**src/rtl/ysyx_210247_wb_sched_pkg.sv**
```systemverilog
// Shared constants and types for the writeback scheduler.
// Register-index width, bus width and the writeback source encoding.
package ysyx_210247_wb_sched_pkg;

  localparam int          REG_BUS   = 64;
  localparam int          REG_IDX_W = 5;
  localparam int          NUM_REGS  = 1 << REG_IDX_W;
  localparam logic [63:0] ZERO_WORD = 64'h0;

  typedef enum logic [1:0] {
    WB_NONE = 2'd0,
    WB_ALU  = 2'd1,
    WB_LSU  = 2'd2
  } wb_src_e;

  function automatic logic [NUM_REGS-1:0] idx_mask(input logic [REG_IDX_W-1:0] idx);
    logic [NUM_REGS-1:0] m;
    m      = '0;
    m[idx] = 1'b1;
    return m;
  endfunction

endpackage

```
**src/rtl/ysyx_210247_wb_sched_if.sv**
```systemverilog
// Handshake bundle between execute/LSU/issue and the writeback scheduler.
// Forwarding signals exist only when YSYX_210247_WB_FWD_EN is defined.
interface ysyx_210247_wb_sched_if #(parameter int XLEN = 64);

  logic            alu_valid;
  logic [4:0]      alu_rd;
  logic [XLEN-1:0] alu_data;
  logic            alu_ready;

  logic            lsu_valid;
  logic [4:0]      lsu_rd;
  logic [XLEN-1:0] lsu_data;
  logic            lsu_ready;

  logic            iss_valid;
  logic [4:0]      iss_rs1;
  logic [4:0]      iss_rs2;
  logic            iss_rs1_en;
  logic            iss_rs2_en;
  logic [4:0]      iss_rd;
  logic            iss_rd_en;
  logic            iss_stall;

  logic            rf_w_ena;
  logic [4:0]      rf_w_addr;
  logic [XLEN-1:0] rf_w_data;
  logic [31:0]     busy_o;

`ifdef YSYX_210247_WB_FWD_EN
  logic            fwd1_hit;
  logic            fwd2_hit;
  logic [XLEN-1:0] fwd_data;
`endif

  modport master (
    output alu_valid, alu_rd, alu_data,
    output lsu_valid, lsu_rd, lsu_data,
    output iss_valid, iss_rs1, iss_rs2, iss_rs1_en, iss_rs2_en, iss_rd, iss_rd_en,
    input  alu_ready, lsu_ready, iss_stall,
    input  rf_w_ena, rf_w_addr, rf_w_data, busy_o
`ifdef YSYX_210247_WB_FWD_EN
    , input fwd1_hit, fwd2_hit, fwd_data
`endif
  );

  modport slave (
    input  alu_valid, alu_rd, alu_data,
    input  lsu_valid, lsu_rd, lsu_data,
    input  iss_valid, iss_rs1, iss_rs2, iss_rs1_en, iss_rs2_en, iss_rd, iss_rd_en,
    output alu_ready, lsu_ready, iss_stall,
    output rf_w_ena, rf_w_addr, rf_w_data, busy_o
`ifdef YSYX_210247_WB_FWD_EN
    , output fwd1_hit, fwd2_hit, fwd_data
`endif
  );

endinterface

```
**src/rtl/ysyx_210247_wb_sched_scoreboard.sv**
```systemverilog
// Busy-bit scoreboard: one bit per integer register, x0 never busy.
// A set and a clear of the same register in one cycle leaves it busy.
module ysyx_210247_scoreboard
  import ysyx_210247_wb_sched_pkg::*;
(
  input  logic                 clk,
  input  logic                 rst_n,
  input  logic                 set_en,
  input  logic [REG_IDX_W-1:0] set_idx,
  input  logic                 clr_en,
  input  logic [REG_IDX_W-1:0] clr_idx,
  input  logic [REG_IDX_W-1:0] rs1_idx,
  input  logic [REG_IDX_W-1:0] rs2_idx,
  input  logic [REG_IDX_W-1:0] rd_idx,
  output logic [NUM_REGS-1:0]  busy,
  output logic                 rs1_busy,
  output logic                 rs2_busy,
  output logic                 rd_busy
);

  logic [NUM_REGS-1:0] busy_q;
  logic [NUM_REGS-1:0] set_mask;
  logic [NUM_REGS-1:0] clr_mask;
  logic [NUM_REGS-1:0] busy_d;

  always_comb begin
    set_mask = set_en ? idx_mask(set_idx) : '0;
    clr_mask = clr_en ? idx_mask(clr_idx) : '0;
    // Set is applied after clear so the new producer keeps ownership.
    busy_d   = ((busy_q & ~clr_mask) | set_mask) & ~{{(NUM_REGS-1){1'b0}}, 1'b1};
  end

  always_ff @(posedge clk) begin
    if (!rst_n) begin
      busy_q <= '0;
    end else begin
      busy_q <= busy_d;
    end
  end

  assign busy     = busy_q;
  assign rs1_busy = busy_q[rs1_idx];
  assign rs2_busy = busy_q[rs2_idx];
  assign rd_busy  = busy_q[rd_idx];

endmodule

```
**src/rtl/ysyx_210247_wb_sched.sv**
```systemverilog
// Writeback scheduler: LSU-over-ALU arbitration onto the single RF write port
// plus issue hazard detection. YSYX_210247_WB_FWD_EN adds a one-cycle forward path.
module ysyx_210247_wb_sched
  import ysyx_210247_wb_sched_pkg::*;
#(
  parameter int XLEN = REG_BUS
) (
  input logic                   clk,
  input logic                   rst_n,
  ysyx_210247_wb_sched_if.slave bus
);

  wb_src_e              src;
  logic                 issue;
  logic                 set_en;
  logic                 raw1;
  logic                 raw2;
  logic                 waw;
  logic                 rs1_busy;
  logic                 rs2_busy;
  logic                 rd_busy;
  logic [NUM_REGS-1:0]  busy;

  logic                 w_ena_q;
  logic [REG_IDX_W-1:0] w_addr_q;
  logic [XLEN-1:0]      w_data_q;

  // Ready is purely combinational so it keeps following valid during reset.
  assign bus.lsu_ready = 1'b1;
  assign bus.alu_ready = !bus.lsu_valid;

  always_comb begin
    src = WB_NONE;
    if (bus.lsu_valid)      src = WB_LSU;
    else if (bus.alu_valid) src = WB_ALU;
  end

  always_ff @(posedge clk) begin
    if (!rst_n) begin
      w_ena_q  <= 1'b0;
      w_addr_q <= '0;
      w_data_q <= '0;
    end else begin
      case (src)
        WB_LSU: begin
          w_ena_q  <= (bus.lsu_rd != '0);
          w_addr_q <= bus.lsu_rd;
          w_data_q <= bus.lsu_data;
        end
        WB_ALU: begin
          w_ena_q  <= (bus.alu_rd != '0);
          w_addr_q <= bus.alu_rd;
          w_data_q <= bus.alu_data;
        end
        default: w_ena_q <= 1'b0;
      endcase
    end
  end

  assign bus.rf_w_ena  = w_ena_q;
  assign bus.rf_w_addr = w_addr_q;
  assign bus.rf_w_data = w_data_q;

`ifdef YSYX_210247_WB_FWD_EN
  logic fwd1;
  logic fwd2;
  assign fwd1         = w_ena_q & bus.iss_rs1_en & (w_addr_q == bus.iss_rs1);
  assign fwd2         = w_ena_q & bus.iss_rs2_en & (w_addr_q == bus.iss_rs2);
  assign bus.fwd1_hit = fwd1;
  assign bus.fwd2_hit = fwd2;
  assign bus.fwd_data = w_data_q;
  assign raw1         = bus.iss_rs1_en & rs1_busy & !fwd1;
  assign raw2         = bus.iss_rs2_en & rs2_busy & !fwd2;
`else
  assign raw1         = bus.iss_rs1_en & rs1_busy;
  assign raw2         = bus.iss_rs2_en & rs2_busy;
`endif

  assign waw           = bus.iss_rd_en & rd_busy;
  assign bus.iss_stall = bus.iss_valid & (raw1 | raw2 | waw);
  assign issue         = bus.iss_valid & !bus.iss_stall;
  assign set_en        = issue & bus.iss_rd_en & (bus.iss_rd != '0);

  ysyx_210247_scoreboard u_scoreboard (
    .clk      (clk),
    .rst_n    (rst_n),
    .set_en   (set_en),
    .set_idx  (bus.iss_rd),
    .clr_en   (w_ena_q),
    .clr_idx  (w_addr_q),
    .rs1_idx  (bus.iss_rs1),
    .rs2_idx  (bus.iss_rs2),
    .rd_idx   (bus.iss_rd),
    .busy     (busy),
    .rs1_busy (rs1_busy),
    .rs2_busy (rs2_busy),
    .rd_busy  (rd_busy)
  );

  assign bus.busy_o = busy;

endmodule
```
**src/flat_wrapper.sv**
```systemverilog
// flat-port wrapper written by rule: the top's interface ports become plain ports
module ysyx_210247_wb_sched_flat import ysyx_210247_wb_sched_pkg::*;
#(
  parameter int XLEN = REG_BUS
)
  (clk, rst_n, bus_alu_valid, bus_alu_rd, bus_alu_data, bus_lsu_valid, bus_lsu_rd, bus_lsu_data, bus_iss_valid, bus_iss_rs1, bus_iss_rs2, bus_iss_rs1_en, bus_iss_rs2_en, bus_iss_rd, bus_iss_rd_en, bus_alu_ready, bus_lsu_ready, bus_iss_stall, bus_rf_w_ena, bus_rf_w_addr, bus_rf_w_data, bus_busy_o);
  ysyx_210247_wb_sched_if #(.XLEN(XLEN)) bus_i ();
  input logic clk;
  input logic rst_n;
  input wire logic [$bits(bus_i.alu_valid)-1:0] bus_alu_valid;
  input wire logic [$bits(bus_i.alu_rd)-1:0] bus_alu_rd;
  input wire logic [$bits(bus_i.alu_data)-1:0] bus_alu_data;
  input wire logic [$bits(bus_i.lsu_valid)-1:0] bus_lsu_valid;
  input wire logic [$bits(bus_i.lsu_rd)-1:0] bus_lsu_rd;
  input wire logic [$bits(bus_i.lsu_data)-1:0] bus_lsu_data;
  input wire logic [$bits(bus_i.iss_valid)-1:0] bus_iss_valid;
  input wire logic [$bits(bus_i.iss_rs1)-1:0] bus_iss_rs1;
  input wire logic [$bits(bus_i.iss_rs2)-1:0] bus_iss_rs2;
  input wire logic [$bits(bus_i.iss_rs1_en)-1:0] bus_iss_rs1_en;
  input wire logic [$bits(bus_i.iss_rs2_en)-1:0] bus_iss_rs2_en;
  input wire logic [$bits(bus_i.iss_rd)-1:0] bus_iss_rd;
  input wire logic [$bits(bus_i.iss_rd_en)-1:0] bus_iss_rd_en;
  output wire logic [$bits(bus_i.alu_ready)-1:0] bus_alu_ready;
  output wire logic [$bits(bus_i.lsu_ready)-1:0] bus_lsu_ready;
  output wire logic [$bits(bus_i.iss_stall)-1:0] bus_iss_stall;
  output wire logic [$bits(bus_i.rf_w_ena)-1:0] bus_rf_w_ena;
  output wire logic [$bits(bus_i.rf_w_addr)-1:0] bus_rf_w_addr;
  output wire logic [$bits(bus_i.rf_w_data)-1:0] bus_rf_w_data;
  output wire logic [$bits(bus_i.busy_o)-1:0] bus_busy_o;
  assign bus_i.alu_valid = bus_alu_valid;
  assign bus_i.alu_rd = bus_alu_rd;
  assign bus_i.alu_data = bus_alu_data;
  assign bus_i.lsu_valid = bus_lsu_valid;
  assign bus_i.lsu_rd = bus_lsu_rd;
  assign bus_i.lsu_data = bus_lsu_data;
  assign bus_i.iss_valid = bus_iss_valid;
  assign bus_i.iss_rs1 = bus_iss_rs1;
  assign bus_i.iss_rs2 = bus_iss_rs2;
  assign bus_i.iss_rs1_en = bus_iss_rs1_en;
  assign bus_i.iss_rs2_en = bus_iss_rs2_en;
  assign bus_i.iss_rd = bus_iss_rd;
  assign bus_i.iss_rd_en = bus_iss_rd_en;
  assign bus_alu_ready = bus_i.alu_ready;
  assign bus_lsu_ready = bus_i.lsu_ready;
  assign bus_iss_stall = bus_i.iss_stall;
  assign bus_rf_w_ena = bus_i.rf_w_ena;
  assign bus_rf_w_addr = bus_i.rf_w_addr;
  assign bus_rf_w_data = bus_i.rf_w_data;
  assign bus_busy_o = bus_i.busy_o;
  ysyx_210247_wb_sched #(.XLEN(XLEN)) u_core (.clk(clk), .rst_n(rst_n), .bus(bus_i));
endmodule
```
**config.mk**
```make
export PLATFORM = sky130hd
export DESIGN_NAME = ysyx_210247_wb_sched_flat
export DESIGN_NICKNAME = d
export VERILOG_FILES = /design/src/rtl/ysyx_210247_wb_sched_pkg.sv /design/src/rtl/ysyx_210247_wb_sched_if.sv /design/src/rtl/ysyx_210247_wb_sched_scoreboard.sv /design/src/rtl/ysyx_210247_wb_sched.sv /design/src/flat_wrapper.sv
export SDC_FILE = /design/constraint.sdc
export NUM_CORES = 1
export LEC_CHECK = 0
export CAP_MARGIN = 20
export CORE_ASPECT_RATIO = 0.5
export CORE_UTILIZATION = 37
export CTS_CLUSTER_DIAMETER = 80
export CTS_CLUSTER_SIZE = 28
export DETAILED_ROUTE_END_ITERATION = 8
export PLACE_DENSITY_LB_ADDON = 0.08
export SYNTH_ARGS = -nofsm -noshare
export SYNTH_HDL_FRONTEND = slang
export SYNTH_HIERARCHICAL = 1
export SYNTH_SLANG_ARGS = --single-unit
```
**constraint.sdc**
```tcl
create_clock -name clk -period 2.9 [get_ports clk]
set_input_delay 0.725 -clock clk [delete_from_list [all_inputs] [get_ports clk]]
set_output_delay 0.725 -clock clk [all_outputs]
set_load 0.05 [all_outputs]
```
After elaboration in Yosys (flattened, before gate mapping)
Index checks and enable logic that the tools add are counted.

$mul: 0. $add $sub $neg: 0. Div/mod/pow operators: 0. Order comparisons: 6. Muxes and demuxes: 17. Bitwise gates (word level): 12. Eq/ne operators: 2. Shift-type cells: 0. Reduce and logical (&&, ||, !) cells: 8.

Operators with widths (count): one-hot mux 64 bit (2 select lines) (1); two-way mux 32 bit (2); bitwise AND 32 bit (1); inverter 32 bit (1); OR 32 bit (1); < comparator 5 x 6 -> 1 bit, second input constant (4); binary-select mux 1 bit (select 5 bit) (3); nonzero test 5 bit (3); demux 1 bit (select 5 bit) (2); greater-or-equal comparator 5 x 1 -> 1 bit, second input constant (2); one-hot mux 5 bit (2 select lines) (1); bitwise AND 1 bit (7); two-way mux 1 bit (6); equality test 2 x 1 -> 1 bit, second input constant (1); equality test 2 bit, second input constant (1); logical AND 1 bit (2); zero test 1 bit (2); two-way mux 2 bit (1); OR 1 bit (2); one-hot mux 1 bit (2 select lines) (1); nonzero test 2 bit (1).

Input port bits: 161. Bits in read-only memories: 0. Output and inout port bits: 105. Memories: 0. RAM bits: 0. Register bits after elaboration: 102. Latch bits: 0.

Longest topological paths before layout
Gate-level depths: netlist of the first run.

Depth after elaboration: 12. Gate-level depth with buffers: 11. Mapped depth without buffers: 10.

By module
Netlist of the first run, hierarchy kept.

Modules (own cells, without submodules): ysyx_210247_wb_sched (area an instance 3294.4 um^2, times used 1, cells an instance 321, seq. area each 1401.3 um^2); ysyx_210247_scoreboard (area an instance 2247.2 um^2, times used 1, cells an instance 266, seq. area each 620.6 um^2).

Worst setup path after synthesis of the first run
Ideal clock, no wire load.

Kind: in2reg. From: input port bus_iss_rs1[0]. To: register u_core.u_scoreboard.busy_q[12], in the netlist u_core/u_scoreboard/busy[12]. Path slack: -0.127 ns. Stages: 10. Data arrival time: 2.952 ns. Setup time: 0.076 ns. Data required time: 2.824 ns. Path through: buf_6 > mux4_2 > nand2b_1 > o211ai_1 > nand4_1 > a222oi_1 > o2111a_1 > nor3b_1 > nand2_1 > a21boi_0.

Longest elaborated chain between the ends: 12.

RTL lines: start, declared (line flat_wrapper.sv:17) `input wire logic [$bits(bus_i.iss_rs1)-1:0] bus_iss_rs1;`; binary-select mux 1 bit (select 5 bit) (line ysyx_210247_wb_sched_scoreboard.sv:42) `assign rs1_busy = busy_q[rs1_idx];`; two-way mux 1 bit (implied by the code) (line ysyx_210247_wb_sched_scoreboard.sv:42); named net u_core.rs1_busy (line ysyx_210247_wb_sched.sv:19) `logic rs1_busy;`; bitwise AND 1 bit (line ysyx_210247_wb_sched.sv:75) `assign raw1 = bus.iss_rs1_en & rs1_busy;`; OR 1 bit (2 in series) (line ysyx_210247_wb_sched.sv:80) `assign bus.iss_stall = bus.iss_valid & (raw1 | raw2 | waw);`; bitwise AND 1 bit (line ysyx_210247_wb_sched.sv:80); zero test 1 bit (line ysyx_210247_wb_sched.sv:81) `assign issue = bus.iss_valid & !bus.iss_stall;`; bitwise AND 1 bit (line ysyx_210247_wb_sched.sv:81); bitwise AND 1 bit (2 in series) (line ysyx_210247_wb_sched.sv:82) `assign set_en = issue & bus.iss_rd_en & (bus.iss_rd != '0);`; named net u_core.set_en (line ysyx_210247_wb_sched.sv:15) `logic set_en;`; two-way mux 32 bit (line ysyx_210247_wb_sched_scoreboard.sv:27) `set_mask = set_en ? idx_mask(set_idx) : '0;`; OR 32 bit (line ysyx_210247_wb_sched_scoreboard.sv:30) `busy_d = ((busy_q & ~clr_mask) | set_mask) & ~{{(NUM_REGS-1){1'b0}}, 1'b1};`; end signal, assigned (line ysyx_210247_wb_sched_scoreboard.sv:37) `busy_q <= busy_d;`; end, declared (line ysyx_210247_wb_sched_scoreboard.sv:21) `logic [NUM_REGS-1:0] busy_q;`.

The timed path passes the listed nets, and every way through them passes these cells. The select of a mux whose other input is x is not followed. A chain may end at the register's enable or synchronous reset.

Worst setup path after layout of the first run
From: input port bus_iss_rs1[0]. To: output port bus_iss_stall.

Longest elaborated chain between the ends: 6.

RTL lines: binary-select mux 1 bit (select 5 bit) (line ysyx_210247_wb_sched_scoreboard.sv:42); two-way mux 1 bit (implied by the code) (line ysyx_210247_wb_sched_scoreboard.sv:42); named net u_core.rs1_busy (line ysyx_210247_wb_sched.sv:19); bitwise AND 1 bit (line ysyx_210247_wb_sched.sv:75); OR 1 bit (2 in series) (line ysyx_210247_wb_sched.sv:80); bitwise AND 1 bit (line ysyx_210247_wb_sched.sv:80); end, declared (line flat_wrapper.sv:25) `output wire logic [$bits(bus_i.iss_stall)-1:0] bus_iss_stall;`.

The timed path passes the listed nets, and every way through them passes these cells. The select of a mux whose other input is x is not followed.

==> results.sh, run 1 <==
export IMPL_max_stage_delay_ns=0.48
export IMPL_violations="design-rule violations, negative setup slack"
export IMPL_criticalPathCategory="in2out"
export IMPL_crit_path_top_delay_cell="mux4_2"
export IMPL_wl_per_cell_um=17.1
export IMPL_p_seq_share_pct=40.2
export IMPL_p_leak_nw=3.93
export IMPL_design_core_area_sq_um=14500
export IMPL_fillers=1278
export IMPL_grt_usage_pct=22.1
export IMPL_wl_met1_um=7300
export IMPL_firstDrtPassIters=6
export IMPL_hp_class="reg2reg"
export IMPL_route_antenna_remaining_nets=0
export IMPL_cts_tree="built"
export IMPL_synth_enable_flop_cells=0
export IMPL_antenna_cells=0
export IMPL_switching_power_mw=1.16
export IMPL_clk_latency_ns=0.34
export IMPL_drv_cap=0
export IMPL_worst_pin_slew_ns=0.556
export IMPL_dpl_hpwl_um=13000
export IMPL_pin_count=266
export IMPL_clock_path_buffers=2
export IMPL_status="finished, violations left"
export IMPL_synthCells=587
export IMPL_initial_core_util_pct=38.1
export IMPL_postCtsHoldBufs=0
export IMPL_ys_seq_area_share_pct=36.5
export IMPL_vias=5368
export IMPL_grt_pass1_wl_um=26800
export IMPL_cts_root_buf="clkbuf_16"
export IMPL_intPower_mw=2.60
export IMPL_finalCritPeriodShare_pct=106
export IMPL_path_clk_slew_ns=0.07
export IMPL_cp_start_kind="input pin"
export IMPL_drv_slew=0
export IMPL_drt_total_wl_um=17900
export IMPL_place_congestion=0.951
export IMPL_via_per_inst=5.13
export IMPL_cts_made_buffers=9
export IMPL_routed_top_layer="met4"
export IMPL_first_iter_violations=291
export IMPL_nNetsFinal=1005
export IMPL_power_mw=3.76
export IMPL_area_growth_pct=59.4
export IMPL_grt_setup_unrepaired="true"
export IMPL_die_x_um=175
export IMPL_finalCriticalPeriod_ns=3.08
export IMPL_synth_seq_cells=101
export IMPL_yosysWarnings=6
export IMPL_slew_limit_headroom_pct=62.9
export IMPL_die_h_um=88.5
export IMPL_clock_fmax_mhz=325
export IMPL_skew_ns=0.00719
export IMPL_avgSynthCellArea_sq_um=9.44
export IMPL_comb_power_share_pct=28.6
export IMPL_dieArea_sq_um=15500
export IMPL_synthDistinctLibCells=37
export IMPL_utilization_pct=60.7
export IMPL_grt_max_degree=138
export IMPL_power_density_nw_per_um2=426
export IMPL_crit_buf_inv=2
export IMPL_ctsHtreeMaxLevel=3
export IMPL_netlist_top_cell_by_area="dfxtp_1"
export IMPL_antenna_found_initial=0
export IMPL_cp_end_kind="output port"
export IMPL_crit_chain="buf_8, mux4_2, nand2b_4, o211ai_1, nand4_1, a222oi_1, nor2b_2, buf_6"
export IMPL_final_setup_worst_slack_ns=-0.180
export IMPL_portBuffers=263
export IMPL_drc_errors=2
export IMPL_finalHoldViolations=0
export IMPL_path_max_fanout=4
export IMPL_synth_area_leaders="dfxtp_1 36%, mux2i_1 17%, o211a_1 12%"
export IMPL_swShare_pct=30.8
export IMPL_synth_fp_nets=748
export IMPL_grt_pass1_vias=5038
export IMPL_cp_arrival_ns=2.35
export IMPL_wl_met2_um=8930
export IMPL_grt_overflow_total=0
export IMPL_critPathTopFamily="compound AO/OA/AOI/OAI gates"
export IMPL_synthFlopType="dfxtp_1"
export IMPL_synth_area_sq_um=5540
export IMPL_setup_viol=1
export IMPL_clkPwrFrac_pct=31.2
export IMPL_wl_met3_um=1320
export IMPL_critPathRequiredTime_ns=2.17
export IMPL_layout_drive_gt1_share_pct=10.7
export IMPL_numClockSinks=101
export IMPL_async_reset_ff_share_pct=0
export IMPL_max_vdd_ir_drop_mv=0.277
export IMPL_yosysTopAreaCellShare_pct=36.5
export IMPL_num_rows=31
-- stage by stage --
step	setup slack, ns	TNS, ns	cells	hold slack (ns)	area, sq um
floorplan	-0.0647	-0.593	587	0.731	5550
detailed placement	-0.772	-23.11	1029	0.539	8440
CTS	-0.178	-0.178	1047	0.549	8770
global placement	-0.764	-22.30	1029	0.534	8440
global route	-0.220	-0.229	1047	0.575	8830
finish	-0.180	-0.180	1047	0.548	8830
-- placed cells by master, fill, tap and decap left out, drive strengths merged, types with 2 or more instances in the layout --
cell type,synthesis,layout
a21boi,31,31
and3b,3,3
nor2b,7,7
or4,3,3
nand2b,6,6
dlygate4sd2,0,4
nand3b,5,5
conb,2,2
a211oi,3,3
dfxtp,101,101
nand4,3,3
nand2,106,106
clkbuf,13,15
clkdlybuf4s50,0,246
nor2,10,10
nor3b,4,4
nand3,14,14
o211ai,3,3
o211a,68,68
clkinvlp,0,3
o21ai,31,31
buf,34,38
a22oi,6,6
a21oi,10,10
mux2i,96,96
inv,4,5
and3,2,2
mux4,9,9
o2111ai,3,3
or3b,3,3
-- tightest hold or removal path, stage by stage (launching register included) --
cell	delay, ns
dfxtp_1	0.35
o21ai_0	0.08
a21boi_0	0.07
-- power by group through the flow --
stage,clock network (mW),registers (mW),logic (mW)
detailed placement,0,1.55,1.06
CTS,1.21,1.51,1.07
finish,1.17,1.51,1.07
global route,1.27,1.52,1.13
floorplan,0,1.80,0.334
global placement,0,1.54,1.05
-- cell usage after synthesis (2+ instances only) --
cell       number
a211oi_1        3
a21boi_0       31
a21oi_1        10
a22oi_1         6
and3_1          2
and3b_1         3
buf_2          19
buf_4          12
buf_6           3
clkbuf_1       13
conb_1          2
dfxtp_1       101
inv_1           4
mux2i_1        96
mux4_1          3
mux4_2          6
nand2_1       106
nand2b_1        6
nand3_1        14
nand3b_1        5
nand4_1         3
nor2_1         10
nor2b_1         7
nor3b_1         4
o2111ai_1       3
o211a_1        68
o211ai_1        3
o21ai_0        31
or3b_2          3
or4_1           3
-- cell type report --
cell class,instances,area (sq um),share of cell area [%]
clock buffer,12,256,2.90
clock inverter,4,31.3,0.354
inverter,4,17.5,0.198
multi-input combinational,435,3320,37.6
sequential,101,2020,22.9
tap,198,248,2.80
timing repair buffer,293,2930,33.2
-- cell families after synthesis --
kind of cell,Yosys count,share of synthesized area (%)
muxes,105,21.2
and+or+nand+nor,169,14.1
DFF,101,36.5
buffers and inverters,51,5.10
other,2,0.136
AOI/OAI and AO/OA,159,23.0
-- flip-flops by register name, summed over array words and instances, names as in the netlist --
| register | cells |
|---|---|
| u_core/bus.rf_w_data | 64 |
| u_core/u_scoreboard/busy | 31 |
| u_core/bus.rf_w_addr | 5 |
| u_core/bus.rf_w_ena | 1 |
-- path summary, 6_finish.rpt --
kind / start / endpoint / depth (start not counted) / slack [ns]
max: bus_iss_rs1[0] / bus_iss_stall / 8 / -0.18
min reg2reg: u_core/u_scoreboard/busy[15]$_SDFF_PN0_ / u_core/u_scoreboard/busy[15]$_SDFF_PN0_ / 2 / 0.55
max reg2reg: u_core/u_scoreboard/busy[22]$_SDFF_PN0_ / u_core/u_scoreboard/busy[8]$_SDFF_PN0_ / 11 / 0.16
min: u_core/u_scoreboard/busy[15]$_SDFF_PN0_ / u_core/u_scoreboard/busy[15]$_SDFF_PN0_ / 2 / 0.55
-- repair_timing --
item / 4_1_cts / 5_1_grt
pin swaps: 6 / 7
resized for setup: 43 / 28
setup endpoints to repair: 32 / 32
setup buffers: 2 / 1
-- metal layers --
metal  vias up  GRT usage, %
met5         -             0
met4         0          6.17
met3        20          8.20
met2       170          39.0
met1      2509          25.5
li1       2669             -
Power figures use the tool's default switching activity.
==> run 2: changes to the inputs <==
--- a/config.mk
+++ b/config.mk
@@ -6,8 +6,8 @@
 export NUM_CORES = 1
 export LEC_CHECK = 0
 export CAP_MARGIN = 20
-export CORE_ASPECT_RATIO = 0.5
-export CORE_UTILIZATION = 37
+export CORE_ASPECT_RATIO = 1.1
+export CORE_UTILIZATION = 45
 export CTS_CLUSTER_DIAMETER = 80
 export CTS_CLUSTER_SIZE = 28
 export DETAILED_ROUTE_END_ITERATION = 8
==> constraint.sdc (replaced) <==
create_clock -name clk -period 3.8 [get_ports clk]
set_input_delay 0.95 -clock clk [delete_from_list [all_inputs] [get_ports clk]]
set_output_delay 0.95 -clock clk [all_outputs]
set_load 0.05 [all_outputs]
==> run 2 against run 1 <==
The run now ends clean. Utilization grew 12 points. Highest routed layer unchanged. Critical path depth is 1 lower. Clock power shrank 20%. Flip-flop and latch count unchanged. Worst setup slack better by 0.28 ns. Final area shrank 1.2%.
==> results.sh, run 2 (synthesis results as in run 1) <==
export IMPL_cts_tree="built"
export IMPL_clock_fmax_mhz=270
export IMPL_met2_usage_pct=50.3
export IMPL_place_area_sq_um=8330
export IMPL_final_cell_mix="248 x clkdlybuf4s50_1, 106 x nand2_1, 101 x dfxtp_1, 93 x mux2i_1, 68 x o211a_1"
export IMPL_hold_slack_ns=0.549
export IMPL_cts_made_buffers=9
export IMPL_vias=5615
export IMPL_nNetsFinal=1005
export IMPL_portBuffers=263
export IMPL_dp_slack_ns=-0.276
export IMPL_layout_drive_gt1_share_pct=7.77
export IMPL_final_cell_count_no_fill=1004
export IMPL_ctsHtreeMaxLevel=3
export IMPL_num_rows=42
export IMPL_drt_total_wl_um=18300
export IMPL_first_iter_violations=389
export IMPL_drv_cap=0
export IMPL_tns_ns=0
export IMPL_pin_count=266
export IMPL_hp_class="reg2reg"
export IMPL_drv_slew=0
export IMPL_cp_arrival_ns=2.75
export IMPL_slew_limit_headroom_pct=52.7
export IMPL_path_clk_slew_ns=0.07
export IMPL_die_h_um=118
export IMPL_rrSetupSlack_ns=1.03
export IMPL_grt_pass1_wl_um=27600
export IMPL_status="finished, final reports clean"
export IMPL_wl_per_cell_um=18.2
export IMPL_path_max_fanout=4
export IMPL_cp_start_kind="input pin"
export IMPL_crit_path_top_delay_cell="mux4_1"
export IMPL_cp_end_kind="output port"
export IMPL_place_congestion=0.902
export IMPL_dpl_hpwl_um=13500
export IMPL_drc_errors=0
export IMPL_grt_usage_pct=27.7
export IMPL_cts_root_buf="clkbuf_16"
export IMPL_critPathTopFamily="multiplexers"
export IMPL_largest_reg_flops=64
export IMPL_clk_latency_ns=0.34
export IMPL_route_antenna_remaining_nets=0
export IMPL_p_leak_nw=3.97
export IMPL_skew_ns=0.0106
export IMPL_crit_chain="clkdlybuf4s15_1, mux4_1, o2111ai_1, nand4_1, a222oi_1, nor2b_1, buf_6"
export IMPL_power_mw=2.91
export IMPL_grt_pass1_vias=5658
export IMPL_clock_path_buffers=2
export IMPL_finalCriticalPeriod_ns=3.70
export IMPL_criticalPathCategory="in2out"
export IMPL_utilization_pct=72.5
export IMPL_setup_viol=0
export IMPL_dieArea_sq_um=12800
export IMPL_numClockSinks=101
export IMPL_design_core_area_sq_um=12000
export IMPL_via_per_inst=5.59
export IMPL_max_vdd_ir_drop_mv=0.253
export IMPL_use_met3_pct=8.49
export IMPL_grt_max_degree=77
export IMPL_use_met1_pct=29.2
export IMPL_area_growth_pct=57.5
export IMPL_initial_core_util_pct=46.0
export IMPL_die_x_um=108
export IMPL_layout_commonest_cell="clkdlybuf4s50_1"
export IMPL_critPathRequiredTime_ns=2.85
export IMPL_worst_pin_slew_ns=0.710
export IMPL_finalHoldViolations=0
export IMPL_grt_busiest_layer="met2"
export IMPL_dpl_cell_count=982
export IMPL_antenna_found_initial=1
export IMPL_power_density_nw_per_um2=333
export IMPL_grt_setup_unrepaired="false"
export IMPL_design_area_sq_um=8730
export IMPL_crit_buf_inv=2
export IMPL_grt_overflow_total=0
export IMPL_max_stage_delay_ns=0.60
export IMPL_firstDrtPassIters=5
export IMPL_finalCritPeriodShare_pct=97.4
export IMPL_final_setup_worst_slack_ns=0.0988
-- run 2: cell types whose count changed in the layout (fill, tap and decap cells not counted), moves of 5 or more --
cell	previous run	this run
nand2b_4	5	0
nand2b_1	1	6
nor2b_1	2	7
buf_6	9	1
nor2b_2	5	0
buf_4	20	26
-- run 2: report_power, final --
part	total (mW)	internal [mW]	switching, mW	leakage, nW
sequential	1.16	1.12	0.0396	0.834
combinational	0.817	0.382	0.435	2.99
clock	0.935	0.518	0.417	0.145
-- run 2: layout make-up --
| class | instances | area, sq um |
|---|---|---|
| well taps | 154 | 193 |
| multi-input cells | 435 | 3260 |
| diodes | 1 | 2.50 |
| repair buffers | 293 | 2930 |
| fillers | 893 | 3310 |
| inverters | 4 | 16.3 |
| flip-flops and latches | 101 | 2020 |
| clock inverters | 6 | 71.3 |
| clock buffers | 10 | 229 |
-- run 2: path summary, 6_finish.rpt --
kind	cells past startpoint	end	from
setup reg to reg	11	u_core/u_scoreboard/busy[28]$_SDFF_PN0_	u_core/u_scoreboard/busy[23]$_SDFF_PN0_
hold reg to reg	2	u_core/u_scoreboard/busy[23]$_SDFF_PN0_	u_core/u_scoreboard/busy[23]$_SDFF_PN0_
hold / removal	2	u_core/u_scoreboard/busy[23]$_SDFF_PN0_	u_core/u_scoreboard/busy[23]$_SDFF_PN0_
setup / recovery	7	bus_iss_stall	bus_iss_rd[0]
-- run 2: worst register-to-register path: stages (launching register included) --
cell       delay [ns]
dfxtp_1          0.35
mux4_2           0.50
nand2b_1         0.18
o2111ai_1        0.11
nand4_1          0.13
a222oi_1         0.37
buf_4            0.17
o2111a_1         0.24
nor3b_1          0.20
buf_4            0.19
nand2_1          0.06
a21boi_0         0.18
-- run 2: per-layer routing --
layer / part of all wire [%] / routed length [um]
met1: 36 / 6560
met2: 53 / 9710
met3: 9.1 / 1660
met4: 1.9 / 347
met5: 0 / 0
-- run 2: repair_timing --
action	4_1_cts	5_1_grt
setup endpoints to repair	1	1
resized for setup	7	17
setup buffers	0	3
pin swaps	1	2
hold buffers	0	0
gates cloned	0	2
